[src/rtl/r5p_tcb_arb2_if.sv]
// One TCB port: a request bundle with a vld/rdy handshake and a response
// (rdt/err) that returns a fixed number of cycles after the request is transferred.
interface r5p_tcb_arb2_if #(
  parameter int AW = 32,
  parameter int DW = 32
);
  localparam int BW = DW / 8;

  // vld/rdy: a transfer happens on every cycle where vld & rdy are both high.
  // The requester holds vld and all request fields stable until that cycle.
  // rdy may depend combinationally on vld. rdt/err have no handshake of their
  // own; they are valid DLY cycles after the transfer.
  logic          vld;
  logic          wen;
  logic [AW-1:0] adr;
  logic [BW-1:0] ben;
  logic [DW-1:0] wdt;
  logic          rdy;
  logic [DW-1:0] rdt;
  logic          err;

  modport master (output vld, wen, adr, ben, wdt, input  rdy, rdt, err);
  modport slave  (input  vld, wen, adr, ben, wdt, output rdy, rdt, err);
endinterface

[src/rtl/r5p_tcb_arb2.sv]
// Two-manager (IFU on m0, LSU on m1) to one-subordinate TCB arbiter.
// Grants combinationally, holds a stalled grant, and routes delayed responses by id.
module r5p_tcb_arb2 #(
  parameter int AW  = 32,
  parameter int DW  = 32,
  parameter int DLY = 1,
  parameter int RR  = 0
) (
  input  logic           clk,
  input  logic           rst,
  r5p_tcb_arb2_if.slave  m0,
  r5p_tcb_arb2_if.slave  m1,
  r5p_tcb_arb2_if.master s,
  output logic           dbg_lck,
  output logic           dbg_own,
  output logic           dbg_pri,
  output logic           dbg_sel
);

  typedef enum logic {
    ST_OPEN = 1'b0,
    ST_LOCK = 1'b1
  } state_t;

  state_t         state;
  logic           own;
  logic           pri;
  logic           sel;
  logic           trn;
  logic [1:0]     vld;
  logic [DLY-1:0] pipe_v;
  logic [DLY-1:0] pipe_id;
  logic           rsp_v;
  logic           rsp_id;

  assign vld = {m1.vld, m0.vld};

  // A locked grant wins over everything; otherwise a lone requester wins and
  // an idle bus defaults to the IFU so its fields appear on s_*.
  always_comb begin
    sel = 1'b0;
    if (state == ST_LOCK) begin
      sel = own;
    end else if (vld == 2'b11) begin
      sel = (RR != 0) ? pri : 1'b1;
    end else begin
      sel = vld[1];
    end
  end

  assign s.vld  = |vld;
  assign s.wen  = sel ? m1.wen : m0.wen;
  assign s.adr  = sel ? m1.adr : m0.adr;
  assign s.ben  = sel ? m1.ben : m0.ben;
  assign s.wdt  = sel ? m1.wdt : m0.wdt;
  assign m0.rdy = s.rdy & ~sel;
  assign m1.rdy = s.rdy &  sel;
  assign trn    = s.vld & s.rdy;

  always_ff @(posedge clk or posedge rst) begin
    if (rst) begin
      state <= ST_OPEN;
      own   <= 1'b0;
      pri   <= 1'b1;
    end else begin
      if (s.vld && !s.rdy) begin
        state <= ST_LOCK;
        own   <= sel;
      end else if (trn) begin
        state <= ST_OPEN;
      end
      if ((RR != 0) && trn) begin
        pri <= ~sel;
      end
    end
  end

  // Each stage carries its own id, so alternating back-to-back transfers need no bubbles.
  always_ff @(posedge clk or posedge rst) begin
    if (rst) begin
      pipe_v  <= '0;
      pipe_id <= '0;
    end else begin
      pipe_v[0]  <= trn;
      pipe_id[0] <= sel;
      for (int i = 1; i < DLY; i++) begin
        pipe_v[i]  <= pipe_v[i-1];
        pipe_id[i] <= pipe_id[i-1];
      end
    end
  end

  assign rsp_v  = pipe_v[DLY-1];
  assign rsp_id = pipe_id[DLY-1];

  assign m0.rdt = (rsp_v && !rsp_id) ? s.rdt : '0;
  assign m1.rdt = (rsp_v &&  rsp_id) ? s.rdt : '0;
  assign m0.err = rsp_v & ~rsp_id & s.err;
  assign m1.err = rsp_v &  rsp_id & s.err;

  assign dbg_lck = (state == ST_LOCK);
  assign dbg_own = own;
  assign dbg_pri = pri;
  assign dbg_sel = sel;

endmodule

[src/flat_wrapper.sv]
// flat-port wrapper written by rule: the top's interface ports become plain ports
module r5p_tcb_arb2_flat 
#(
  parameter int AW  = 32,
  parameter int DW  = 32,
  parameter int DLY = 1,
  parameter int RR  = 0
)
  (clk, rst, dbg_lck, dbg_own, dbg_pri, dbg_sel, m0_vld, m0_wen, m0_adr, m0_ben, m0_wdt, m0_rdy, m0_rdt, m0_err, m1_vld, m1_wen, m1_adr, m1_ben, m1_wdt, m1_rdy, m1_rdt, m1_err, s_vld, s_wen, s_adr, s_ben, s_wdt, s_rdy, s_rdt, s_err);
  r5p_tcb_arb2_if #(.AW(AW), .DW(DW)) m0_i ();
  r5p_tcb_arb2_if #(.AW(AW), .DW(DW)) m1_i ();
  r5p_tcb_arb2_if #(.AW(AW), .DW(DW)) s_i ();
  input  logic clk;
  input  logic rst;
  output logic dbg_lck;
  output logic dbg_own;
  output logic dbg_pri;
  output logic dbg_sel;
  input wire logic [$bits(m0_i.vld)-1:0] m0_vld;
  input wire logic [$bits(m0_i.wen)-1:0] m0_wen;
  input wire logic [$bits(m0_i.adr)-1:0] m0_adr;
  input wire logic [$bits(m0_i.ben)-1:0] m0_ben;
  input wire logic [$bits(m0_i.wdt)-1:0] m0_wdt;
  output wire logic [$bits(m0_i.rdy)-1:0] m0_rdy;
  output wire logic [$bits(m0_i.rdt)-1:0] m0_rdt;
  output wire logic [$bits(m0_i.err)-1:0] m0_err;
  input wire logic [$bits(m1_i.vld)-1:0] m1_vld;
  input wire logic [$bits(m1_i.wen)-1:0] m1_wen;
  input wire logic [$bits(m1_i.adr)-1:0] m1_adr;
  input wire logic [$bits(m1_i.ben)-1:0] m1_ben;
  input wire logic [$bits(m1_i.wdt)-1:0] m1_wdt;
  output wire logic [$bits(m1_i.rdy)-1:0] m1_rdy;
  output wire logic [$bits(m1_i.rdt)-1:0] m1_rdt;
  output wire logic [$bits(m1_i.err)-1:0] m1_err;
  output wire logic [$bits(s_i.vld)-1:0] s_vld;
  output wire logic [$bits(s_i.wen)-1:0] s_wen;
  output wire logic [$bits(s_i.adr)-1:0] s_adr;
  output wire logic [$bits(s_i.ben)-1:0] s_ben;
  output wire logic [$bits(s_i.wdt)-1:0] s_wdt;
  input wire logic [$bits(s_i.rdy)-1:0] s_rdy;
  input wire logic [$bits(s_i.rdt)-1:0] s_rdt;
  input wire logic [$bits(s_i.err)-1:0] s_err;
  assign m0_i.vld = m0_vld;
  assign m0_i.wen = m0_wen;
  assign m0_i.adr = m0_adr;
  assign m0_i.ben = m0_ben;
  assign m0_i.wdt = m0_wdt;
  assign m0_rdy = m0_i.rdy;
  assign m0_rdt = m0_i.rdt;
  assign m0_err = m0_i.err;
  assign m1_i.vld = m1_vld;
  assign m1_i.wen = m1_wen;
  assign m1_i.adr = m1_adr;
  assign m1_i.ben = m1_ben;
  assign m1_i.wdt = m1_wdt;
  assign m1_rdy = m1_i.rdy;
  assign m1_rdt = m1_i.rdt;
  assign m1_err = m1_i.err;
  assign s_vld = s_i.vld;
  assign s_wen = s_i.wen;
  assign s_adr = s_i.adr;
  assign s_ben = s_i.ben;
  assign s_wdt = s_i.wdt;
  assign s_i.rdy = s_rdy;
  assign s_i.rdt = s_rdt;
  assign s_i.err = s_err;
  r5p_tcb_arb2 #(.AW(AW), .DW(DW), .DLY(DLY), .RR(RR)) u_core (.clk(clk), .rst(rst), .m0(m0_i), .m1(m1_i), .s(s_i), .dbg_lck(dbg_lck), .dbg_own(dbg_own), .dbg_pri(dbg_pri), .dbg_sel(dbg_sel));
endmodule
[config.mk]
export PLATFORM = sky130hd
export DESIGN_NAME = r5p_tcb_arb2_flat
export DESIGN_NICKNAME = d
export VERILOG_FILES = /design/src/rtl/r5p_tcb_arb2_if.sv /design/src/rtl/r5p_tcb_arb2.sv /design/src/flat_wrapper.sv
export SDC_FILE = /design/constraint.sdc
export NUM_CORES = 1
export LEC_CHECK = 0
export CAP_MARGIN = 20
export CORE_AREA = 3 3 123 125
export CTS_CLUSTER_SIZE = 8
export DETAILED_ROUTE_END_ITERATION = 16
export DIE_AREA = 0 0 126 128
export GPL_ROUTABILITY_DRIVEN = 1
export PLACE_DENSITY_LB_ADDON = 0.3
export SLEW_MARGIN = 20
export SYNTH_ARGS = -nofsm -noshare
export SYNTH_HDL_FRONTEND = slang
export SYNTH_SLANG_ARGS = --single-unit
export TNS_END_PERCENT = 10
[constraint.sdc]
create_clock -name clk -period 2.93 [get_ports clk]
set_clock_uncertainty 0.2 [all_clocks]
set_input_delay 0.586 -clock clk [delete_from_list [all_inputs] [get_ports clk]]
set_output_delay 0.586 -clock clk [all_outputs]
set_load 0.02 [all_outputs]
==> key figures <==
Finish
  – Antenna Cells: 0
  – Area grow syn2layout: 214%
  – Layout cell share with drive strength beyond 1: 0.227
  – Final core utilization: 0.348
  – Final Cell Area: 4870 um2
  – Final net count: 662

Floorplanning
  – DIE HEIGHT: 128 um
  – Die Wd: 126 um
  – I/O Pins: 318
  – Core area: 14000 um2
  – Total die area: 16100 um2
  – Row cnt: 43
  – Starting Density: 0.111

CTS
  – Clock transition at the registers of the reported paths: 30 ps
  – Root buf cell: clkbuf_16
  – Clk Latency, worst-skew pair: 220 ps
  – Clock Tree Buf Depth: 2
  – Num CTS Buffers: 3
  – H-tree depth: 1
  – Clock sinks: 4
  – CTS tree: done

Worst setup path
  – Type of origin of the critical path: input pin
  – Critical path startpoint: m1_vld
  – Critical Setup Path Class: input pin to primary output
  – R2R Path Start: u_core.dbg_lck$_DFFE_PP0P_
  – CP max stage cell: mux2_2
  – Crit-path cells: dlygate4sd2_1 -> mux2i_4 -> buf_4 -> buf_12 -> mux2_2 -> clkdlybuf4s15_1
  – R2R Setup Slk: 1350 ps
  – Worst Reg-to-Reg Cells: 5
  – Worst setup EP type: primary output
  – CP max FO: 30
  – Max stage delay on crit path: 360 ps
  – Worst EP required: 2140 ps
  – Worst Setup EP: s_wdt[21]
  – Reg-to-reg critical path endpoint: u_core.pipe_id$_DFF_PP0_
  – Critical Path AT: 2110 ps

Synth
  – Yosys warnings: 1
  – Cells after synthesis: 170
  – Ys flop type: dfrtp_1
  – Post-Syn Area: 1550 um2
  – Post-synthesis area per instance: 9.12 um2
  – Synth top area cells: mux2_2 46%, and2_1 13%, and3_1 13%, dfrtp_1 6.5%, clkbuf_8 6.2%
  – #FFs+latches synth: 4
  – Register area share after synthesis: 0.0646
  – EDFF count, synth: 0
  – Most common library cells after synthesis: 63 x mux2_2, 33 x and2_1, 33 x and3_1
  – Share of the synthesized area in the top cell type: 0.458
  – Number of distinct library cells after synthesis: 20
  – Asr flop ratio synth: 1.00
  – Syn_nets: 346
  – Most common cell in the netlist: mux2_2
  – Cell taking the most area after synthesis: mux2_2

Job
  – Max-cap violation count: 0

Detailed routing
  – DRT Pass-1 Iters: 4
  – Vias/cell: 3.78
  – Routed Antenna Nets: 0
  – Post-route DRC violation count: 0
  – Initial DRC Count: 28
  – DR vias: 2507
  – Total routed wirelength: 10200 um
  – Routed len/inst: 15.3 um

Timing
  – Fin. max-slew vios: 0
  – Final hold viol count: 0
  – Max frequency: 0.345 GHz
  – Endpoints failing setup: 0
  – Post-route worst setup slack: 30.6 ps
  – Final period utilization: 0.990
  – Final Critical Period: 2900 ps
  – RSZ-0062 raised after global routing: yes

Pwr
  – Pleak: 2.07 nW
  – Pwr Total: 0.00149 W
  – Peak supply drop: 0.177 mV
  – Pwr Density: 306 nW/um2

Placement
  – DP Area: 4890 um2
  – Pre-CTS WS: -436 ps
  – GP Congestion: 0.850
  – Detailed placement HPWL: 8860 um
  – # port buffers: 316

GRT
  – Vias in the first global route: 2696
  – Initial antenna violation count: 0
  – Gr usage total: 0.113
  – First-pass GRT wire length: 14800 um
  – Largest net degree at the start of global routing: 34
  – Gr ovfl total: 0

Status
  – Status: complete, no violations

Worst hold path
  – Worst Hold Class: input pin to asynchronous set/reset pin
==> layer usage <==
metal | global-route usage | vias to the layer above | routed length (um)
met2 | 0.215 | 190 | 5210
met3 | 0.0417 | 4 | 1210
met5 | 0 | - | 0
met4 | 0.0139 | 0 | 49
met1 | 0.124 | 1081 | 3710
li1 | - | 1232 | -
==> area by class of cell <==
cell class / instances / area [um2]
fill: 1442 / 9110
timing repair buffer: 328 / 3160
multi-input combinational: 147 / 1310
tap: 180 / 225
sequential: 4 / 100
clock buffer: 3 / 75.1
inverter: 2 / 7.51
==> layout by cell type, fill, tap and decap left out <==
master,Yosys,routed
a22o_1,1,1
and2_1,33,33
nor2b_1,1,1
clkdlybuf4s15_1,0,16
mux2i_4,1,1
nor2_1,2,2
and2b_2,1,1
mux2_4,6,6
or3b_2,1,1
inv_1,2,2
buf_4,1,9
clkbuf_2,0,20
o21a_1,1,1
bufbuf_16,0,1
nor3_1,1,1
or2_2,1,1
mux2_2,63,63
clkdlybuf4s50_1,0,244
buf_6,0,1
conb_1,1,1
dlygate4sd2_1,0,35
clkbuf_16,0,3
dfrtp_1,4,4
and3_1,33,33
buf_12,0,2
and2_2,1,1
==> power breakdown <==
group	switching (W)	total [W]	leakage (nW)	internal (W)
Combinational	0.000546	0.00121	1.98	0.000665
Sequential	0.00000803	0.0000709	0.0469	0.0000628
Clock	0.0000365	0.000211	0.0370	0.000174
==> metrics by stage <==
stage	hold slack (ps)	instances	TNS, ps
global placement	389	658	-25990
floorplan	152	170	0
detailed placement	415	658	-28200
finish	351	664	0
CTS	358	664	0
global route	374	664	-57.7
==> worst max-delay path, delay by kind of cell <==
family	cells	cell delay, ps
mux	2	530
buf+inv	4	980
==> cells by family (layout without fill, tap and decap cells) <==
logic type      Yosys count  in the layout  synth area share
mux                      70             70             0.530
flops                     4              4            0.0646
other cells               1              1           0.00242
buf+inv                  19            333            0.0936
compound gates            2              2            0.0105
simple gates             74             74             0.299
==> worst min path at each step <==
stage / startpoint / end / slack, ps
2_1_floorplan: rst / u_core.dbg_lck$_DFFE_PP0P_ / 150
5_1_grt: rst / u_core.pipe_id$_DFF_PP0_ / 370
3_5_place_dp: u_core.dbg_own$_DFFE_PP0P_ / u_core.dbg_own$_DFFE_PP0P_ / 410
6_report: rst / u_core.pipe_id$_DFF_PP0_ / 350
4_1_cts: rst / u_core.pipe_id$_DFF_PP0_ / 360
3_3_place_gp: u_core.dbg_own$_DFFE_PP0P_ / u_core.dbg_own$_DFFE_PP0P_ / 390
==> repair_timing <==
action / in CTS / in global routing
cloned: 1 / 0
hold buffers: 0 / 0
setup buffers: 2 / 0
setup endpoints to repair: 73 / 40
gates resized for setup: 87 / 41
==> flip-flops by register name, indices dropped and copies added (netlist names) <==
name            count
u_core.dbg_lck      1
u_core.dbg_own      1
u_core.pipe_id      1
u_core.pipe_v       1
No activity file was read; power rests on OpenSTA's default activity.
